`src/rtl/rgb_led_pkg.sv`:
```
// rtl/rgb_led_pkg.sv - shared constants for the RGB LED scheduler
//
// Purpose: state encoding and colour field layout used by rgb_led_scheduler
// and rr_arbiter.
package rgb_led_pkg;

    localparam int COLOR_W   = 24;

    localparam int COL_R_MSB = 23;
    localparam int COL_R_LSB = 16;
    localparam int COL_G_MSB = 15;
    localparam int COL_G_LSB = 8;
    localparam int COL_B_MSB = 7;
    localparam int COL_B_LSB = 0;

    localparam logic [0:0] ST_IDLE = 1'b0;
    localparam logic [0:0] ST_SHOW = 1'b1;

endpackage

```
`src/rtl/rr_arbiter.sv`:
```
// rtl/rr_arbiter.sv - combinational round-robin arbiter
//
// Purpose: picks the first asserted request at or after ptr_i (mod NREQ).
// Ports:
//   req_i    in   NREQ  request vector
//   ptr_i    in   2     index searched first
//   enable_i in   1     when low no grant is issued
//   grant_o  out  NREQ  one-hot grant
//   idx_o    out  2     binary index of the grant (0 when none)
module rr_arbiter
    import rgb_led_pkg::*;
#(
    parameter int NREQ = 2
) (
    input  logic [NREQ-1:0] req_i,
    input  logic [1:0]      ptr_i,
    input  logic            enable_i,
    output logic [NREQ-1:0] grant_o,
    output logic [1:0]      idx_o
);

    // Padded to the maximum of 4 requesters so a 2-bit index always fits.
    logic [3:0] req_pad;
    logic [3:0] grant_pad;
    logic [2:0] cand;
    logic       found;

    assign req_pad = 4'(req_i);
    assign grant_o = grant_pad[NREQ-1:0];

    always_comb begin
        grant_pad = '0;
        idx_o     = '0;
        found     = 1'b0;
        cand      = '0;
        for (int k = 0; k < NREQ; k++) begin
            // ptr_i < NREQ, so one conditional subtraction is a full modulo.
            cand = 3'({1'b0, ptr_i}) + 3'(k);
            if (cand >= 3'(NREQ)) begin
                cand = cand - 3'(NREQ);
            end
            if (enable_i && !found && req_pad[cand[1:0]]) begin
                found                = 1'b1;
                grant_pad[cand[1:0]] = 1'b1;
                idx_o                = cand[1:0];
            end
        end
    end

endmodule

```
`src/rtl/rgb_led_scheduler.sv`:
```
// rtl/rgb_led_scheduler.sv - time-shares one RGB LED between requesters
//
// Purpose: round-robin accepts a colour + hold time, then drives PWM on r/g/b
// for hold*TICK_DIV clock cycles before arbitrating again.
// Ports:
//   clk        in   1               system clock
//   rst        in   1               synchronous reset, active-high
//   req_valid  in   NREQ            request valid per requester
//   req_ready  out  NREQ            one-hot accept while idle
//   req_color  in   NREQ*24         {R,G,B} per requester
//   req_hold   in   NREQ*HOLD_BITS  display time in ticks
//   busy       out  1               high while displaying
//   grant_id   out  2               requester last accepted
//   r, g, b    out  1               registered PWM outputs
module rgb_led_scheduler
    import rgb_led_pkg::*;
#(
    parameter int NREQ      = 2,
    parameter int PWM_BITS  = 8,
    parameter int TICK_DIV  = 48000,
    parameter int HOLD_BITS = 16
) (
    input  logic                      clk,
    input  logic                      rst,
    input  logic [NREQ-1:0]           req_valid,
    output logic [NREQ-1:0]           req_ready,
    input  logic [NREQ*COLOR_W-1:0]   req_color,
    input  logic [NREQ*HOLD_BITS-1:0] req_hold,
    output logic                      busy,
    output logic [1:0]                grant_id,
    output logic                      r,
    output logic                      g,
    output logic                      b
);

    localparam int PRE_W = (TICK_DIV > 1) ? $clog2(TICK_DIV) : 1;
    localparam logic [PRE_W-1:0] PRE_MAX = PRE_W'(TICK_DIV - 1);

    logic [0:0]           state_q,    state_d;
    logic [1:0]           rr_ptr_q,   rr_ptr_d;
    logic [1:0]           grant_id_q, grant_id_d;
    logic [HOLD_BITS-1:0] hold_cnt_q, hold_cnt_d;
    logic [PRE_W-1:0]     presc_q,    presc_d;
    logic [PWM_BITS-1:0]  pwm_cnt_q,  pwm_cnt_d;
    logic [PWM_BITS-1:0]  duty_r_q,   duty_r_d;
    logic [PWM_BITS-1:0]  duty_g_q,   duty_g_d;
    logic [PWM_BITS-1:0]  duty_b_q,   duty_b_d;
    logic                 r_q, r_d;
    logic                 g_q, g_d;
    logic                 b_q, b_d;

    logic [NREQ-1:0]      gnt;
    logic [1:0]           gnt_idx;
    logic                 accept;
    logic [COLOR_W-1:0]   sel_color;
    logic [HOLD_BITS-1:0] sel_hold;
    logic [1:0]           next_ptr;

    rr_arbiter #(
        .NREQ (NREQ)
    ) u_arb (
        .req_i    (req_valid),
        .ptr_i    (rr_ptr_q),
        .enable_i (state_q == ST_IDLE),
        .grant_o  (gnt),
        .idx_o    (gnt_idx)
    );

    assign req_ready = gnt;
    assign accept    = |(req_valid & gnt);
    assign next_ptr  = (gnt_idx == 2'(NREQ - 1)) ? 2'd0 : gnt_idx + 2'd1;

    assign busy      = (state_q == ST_SHOW);
    assign grant_id  = grant_id_q;
    assign r         = r_q;
    assign g         = g_q;
    assign b         = b_q;

    // Grant is one-hot, so at most one slice is selected.
    always_comb begin
        sel_color = '0;
        sel_hold  = '0;
        for (int i = 0; i < NREQ; i++) begin
            if (gnt[i]) begin
                sel_color = req_color[i*COLOR_W +: COLOR_W];
                sel_hold  = req_hold[i*HOLD_BITS +: HOLD_BITS];
            end
        end
    end

    always_comb begin
        state_d    = state_q;
        rr_ptr_d   = rr_ptr_q;
        grant_id_d = grant_id_q;
        hold_cnt_d = hold_cnt_q;
        presc_d    = presc_q;
        pwm_cnt_d  = pwm_cnt_q;
        duty_r_d   = duty_r_q;
        duty_g_d   = duty_g_q;
        duty_b_d   = duty_b_q;

        // Outputs are compared against the current counter, so they lag state by one cycle.
        r_d = (state_q == ST_SHOW) && (pwm_cnt_q < duty_r_q);
        g_d = (state_q == ST_SHOW) && (pwm_cnt_q < duty_g_q);
        b_d = (state_q == ST_SHOW) && (pwm_cnt_q < duty_b_q);

        if (state_q == ST_IDLE) begin
            if (accept) begin
                duty_r_d   = PWM_BITS'(sel_color[COL_R_MSB:COL_R_LSB]);
                duty_g_d   = PWM_BITS'(sel_color[COL_G_MSB:COL_G_LSB]);
                duty_b_d   = PWM_BITS'(sel_color[COL_B_MSB:COL_B_LSB]);
                hold_cnt_d = sel_hold;
                presc_d    = '0;
                pwm_cnt_d  = '0;
                grant_id_d = gnt_idx;
                rr_ptr_d   = next_ptr;
                // A zero hold consumes the request without displaying it.
                state_d    = (sel_hold != '0) ? ST_SHOW : ST_IDLE;
            end
        end else begin
            pwm_cnt_d = pwm_cnt_q + 1'b1;
            if (presc_q == PRE_MAX) begin
                presc_d    = '0;
                hold_cnt_d = hold_cnt_q - 1'b1;
                if (hold_cnt_q == HOLD_BITS'(1)) begin
                    state_d = ST_IDLE;
                end
            end else begin
                presc_d = presc_q + 1'b1;
            end
        end
    end

    always_ff @(posedge clk) begin
        if (rst) begin
            state_q    <= ST_IDLE;
            rr_ptr_q   <= '0;
            grant_id_q <= '0;
            hold_cnt_q <= '0;
            presc_q    <= '0;
            pwm_cnt_q  <= '0;
            duty_r_q   <= '0;
            duty_g_q   <= '0;
            duty_b_q   <= '0;
            r_q        <= 1'b0;
            g_q        <= 1'b0;
            b_q        <= 1'b0;
        end else begin
            state_q    <= state_d;
            rr_ptr_q   <= rr_ptr_d;
            grant_id_q <= grant_id_d;
            hold_cnt_q <= hold_cnt_d;
            presc_q    <= presc_d;
            pwm_cnt_q  <= pwm_cnt_d;
            duty_r_q   <= duty_r_d;
            duty_g_q   <= duty_g_d;
            duty_b_q   <= duty_b_d;
            r_q        <= r_d;
            g_q        <= g_d;
            b_q        <= b_d;
        end
    end

endmodule
```
`config.mk`:
```
export PLATFORM = sky130hd
export DESIGN_NAME = rgb_led_scheduler
export DESIGN_NICKNAME = d
export VERILOG_FILES = /design/src/rtl/rgb_led_pkg.sv /design/src/rtl/rr_arbiter.sv /design/src/rtl/rgb_led_scheduler.sv
export SDC_FILE = /design/constraint.sdc
export NUM_CORES = 1
export LEC_CHECK = 0
export CAP_MARGIN = 5
export CORE_MARGIN = 3
export CORE_UTILIZATION = 45
export DETAILED_ROUTE_END_ITERATION = 8
export PLACE_DENSITY = 0.73
export SLEW_MARGIN = 40
export SYNTH_ARGS = -nofsm -noshare
export SYNTH_HDL_FRONTEND = slang
export SYNTH_SLANG_ARGS = --single-unit
export TNS_END_PERCENT = 50
```
`constraint.sdc`:
```
create_clock -name clk -period 2.4 [get_ports clk]
set_input_delay 0.48 -clock clk [delete_from_list [all_inputs] [get_ports clk]]
set_output_delay 0.48 -clock clk [all_outputs]
set_load 0.1 [all_outputs]
```
==> results.ini <==
[die]
io_pins=92
dieArea_um2=10300
die_y_um=101
core_area_um2=8760
die_w_um=101
fp-row-count=34
initial_core_util_pct=46.6

[setup_path]
worstPathArrival_ns=1.81
r2r_cells=7
reg2reg_setup_slack_ns=0.32
max_stage_delay_ns=0.48
critPathRequiredTime_ns=1.92
crit_chain=clkdlybuf4s50_1, buf_4, nor2b_1, and2_4, buf_12, buf_12
crit_path_start_kind=input port
cpMaxStageDelayCell=clkdlybuf4s50_1
cpMostUsedCell=buf_12
crit_fanout=31
endpoint_kind=output pin
critPathKind=in2out

[synth]
synthArstFlopShare_pct=0
yosys_warnings=0
syn_area_per_cell_um2=8.21
synth_cell_types=60
synthCells=497
synth_compound_area_share_pct=29.0
muxShareOfSynthArea_pct=0.490
synthXorXnorAreaFrac_pct=1.29
yosys_register_bits=72
synth_area_leaders=dfxtp_1 35%, ha_1 7.7%, a21oi_1 6.7%
synth_simple_gate_area_share_pct=20.8
synthAdderAreaFrac_pct=7.66
synth.cell_area_um2=4080
synth_top_cell_area_share_pct=35.3
seq_area_frac_synth_pct=35.3
synth_top_area_cell=dfxtp_1
synth_top_family_by_area=compound AO/OA/AOI/OAI gates
ys.flop_type=dfxtp_1
synth_nets=606
synth_enable_flop_cells=0

[drt]
wirelength_um=10800
viasPerCell=5.79
vias=4040
drcViolationCount=0
wl_per_cell_um=15.5
first_iter_violations=232
final_antenna_net_count=0
first_pass_iters=5

[cts]
cts.hold.buffers_added=0
cts_sinks=72
clk_pin_slew_worst_paths_ns=0.08
cts_made_buffers=9
cts.repair.resized=0
htreeDepth=3
cts_root_buf=clkbuf_8
clk_latency_ns=0.35
cts_setup_buffers=0
cts_tree=done
clockBufferDepth=2

[layout]
final_nets=694
final-seq-area_um2=1440
area_delta_synth_final_pct=32.4
insertedDiodeCount=0
multi_input_area_um2=2440
final_common_cell=clkdlybuf4s50_1
fin_util_pct=61.7
fin_area_um2=5410
final_cell_mix=82 x clkdlybuf4s50_1, 71 x dfxtp_1, 55 x a21oi_1
fill_cells=774
drive_gt1_share_pct=8.81

[timing]
fin_ws_ns=0.108
max_freq_mhz=436
setup_violations=0
slew-limit-headroom_pct=54.7
post-route-period-util_pct=95.5
hold_viol=0
layout_min_cycle_time_ns=2.29
fin_skew_ns=0.0152
slew_violations=0
tns_ns=0
holdWs_ns=0.457
worst_pin_slew_ns=0.679
grt_setup_unrepaired=no

[outcome]
status=completed

[placed_design]
dpl_cell_area_um2=5170
dp_worst_setup_slack_ns=0.0229
hpwl_um=8160
port_buffers=91
routabilityCongestion=0.851

[worst_hold_path]
hold_path.class=reg2reg
hold_depth=2

[global_route]
grt_antenna_before_repair=0
grt.total_usage_pct=21.9
grt_max_degree=66
grt_pass1_vias=3911
grt_pass1_wl_um=18400
overflow=0

[power]
power.density_nw_per_um2=621
ir_worst_vdd_mv=0.302
p_leak_nw=1.99

[run]
drv_cap=0

synth_stat cells (3+ instances only):
cell type	instances
a311oi_1	4
nor2b_1	4
a31oi_1	6
or2_0	4
nor2_1	24
inv_1	27
nand2_1	46
a221oi_1	7
a22o_1	3
buf_2	9
a222oi_1	4
clkbuf_1	19
nor3b_1	3
nand3_1	23
o21ai_1	6
ha_1	25
and3_1	3
a41oi_1	3
xnor2_1	4
a211oi_1	8
o31a_1	3
nor4_1	10
o32ai_1	3
nor3_1	7
a22oi_1	29
o21a_1	8
nand2b_1	11
dfxtp_1	72
nand4_1	4
o21ai_0	14
a21oi_1	55
a21o_1	12
kinds of logic after synthesis:
group	after synthesis
AOI/OAI and AO/OA	176
xor gates and xnor gates	6
adders and majority gates	25
buffers and inverters	56
DFF	72
muxes	2
and+or+nand+nor	160
area by class of cell:
class | count | share of cell area [%]
Clock buffer | 10 | 2.36
Timing Repair Buffer | 106 | 19.7
Tap cell | 108 | 2.50
Sequential cell | 72 | 26.7
Inverter | 27 | 1.87
Clock inverter | 6 | 1.74
Multi-Input combinational cell | 369 | 45.2
sequential cells by signal (all words and copies together) (netlist names), named ones only:
register and count:
pwm_cnt_q 8, busy 1, g 1, grant_id 2, duty_r_q 8, b 1, presc_q 16, duty_g_q 8
hold_cnt_q 16, r 1, duty_b_q 8, rr_ptr_q 1
per-layer routing:
metal	up-vias	wire length, um	share of wire (%)	global-route usage (%)
li1	2024	-	-	-
met1	1916	4860	45	28.2
met2	88	5480	51	38.0
met3	12	375	3.5	3.65
met4	0	131	1.2	5.52
met5	-	0	0	0
per-stage QoR:
stage,power (mW),cells
CTS,3.37,697
detailed placement,2.32,681
floorplan,1.97,497
global placement,2.29,681
finish,3.36,698
global route,3.54,698
report_power, final:
| part | internal, mW | switching (mW) |
|---|---|---|
| Sequential | 1.28 | 0.0828 |
| Clock | 0.591 | 0.467 |
| Combinational | 0.439 | 0.497 |
final timing paths:
kind / from / end
worst max-delay path: req_valid[0] / req_ready[0]
worst min-delay path: duty_g_q[5]$_SDFFE_PP0P_ / duty_g_q[5]$_SDFFE_PP0P_
worst max register to register: presc_q[0]$_SDFFE_PP0P_ / busy$_SDFF_PP0_
worst min register to register: duty_g_q[5]$_SDFFE_PP0P_ / duty_g_q[5]$_SDFFE_PP0P_
worst max-delay path, delay by kind of cell:
| kind | cells | cell delay, ns |
|---|---|---|
| buf+inv | 4 | 0.98 |
| simple gates | 2 | 0.35 |
(Power assumes the default switching activity.)
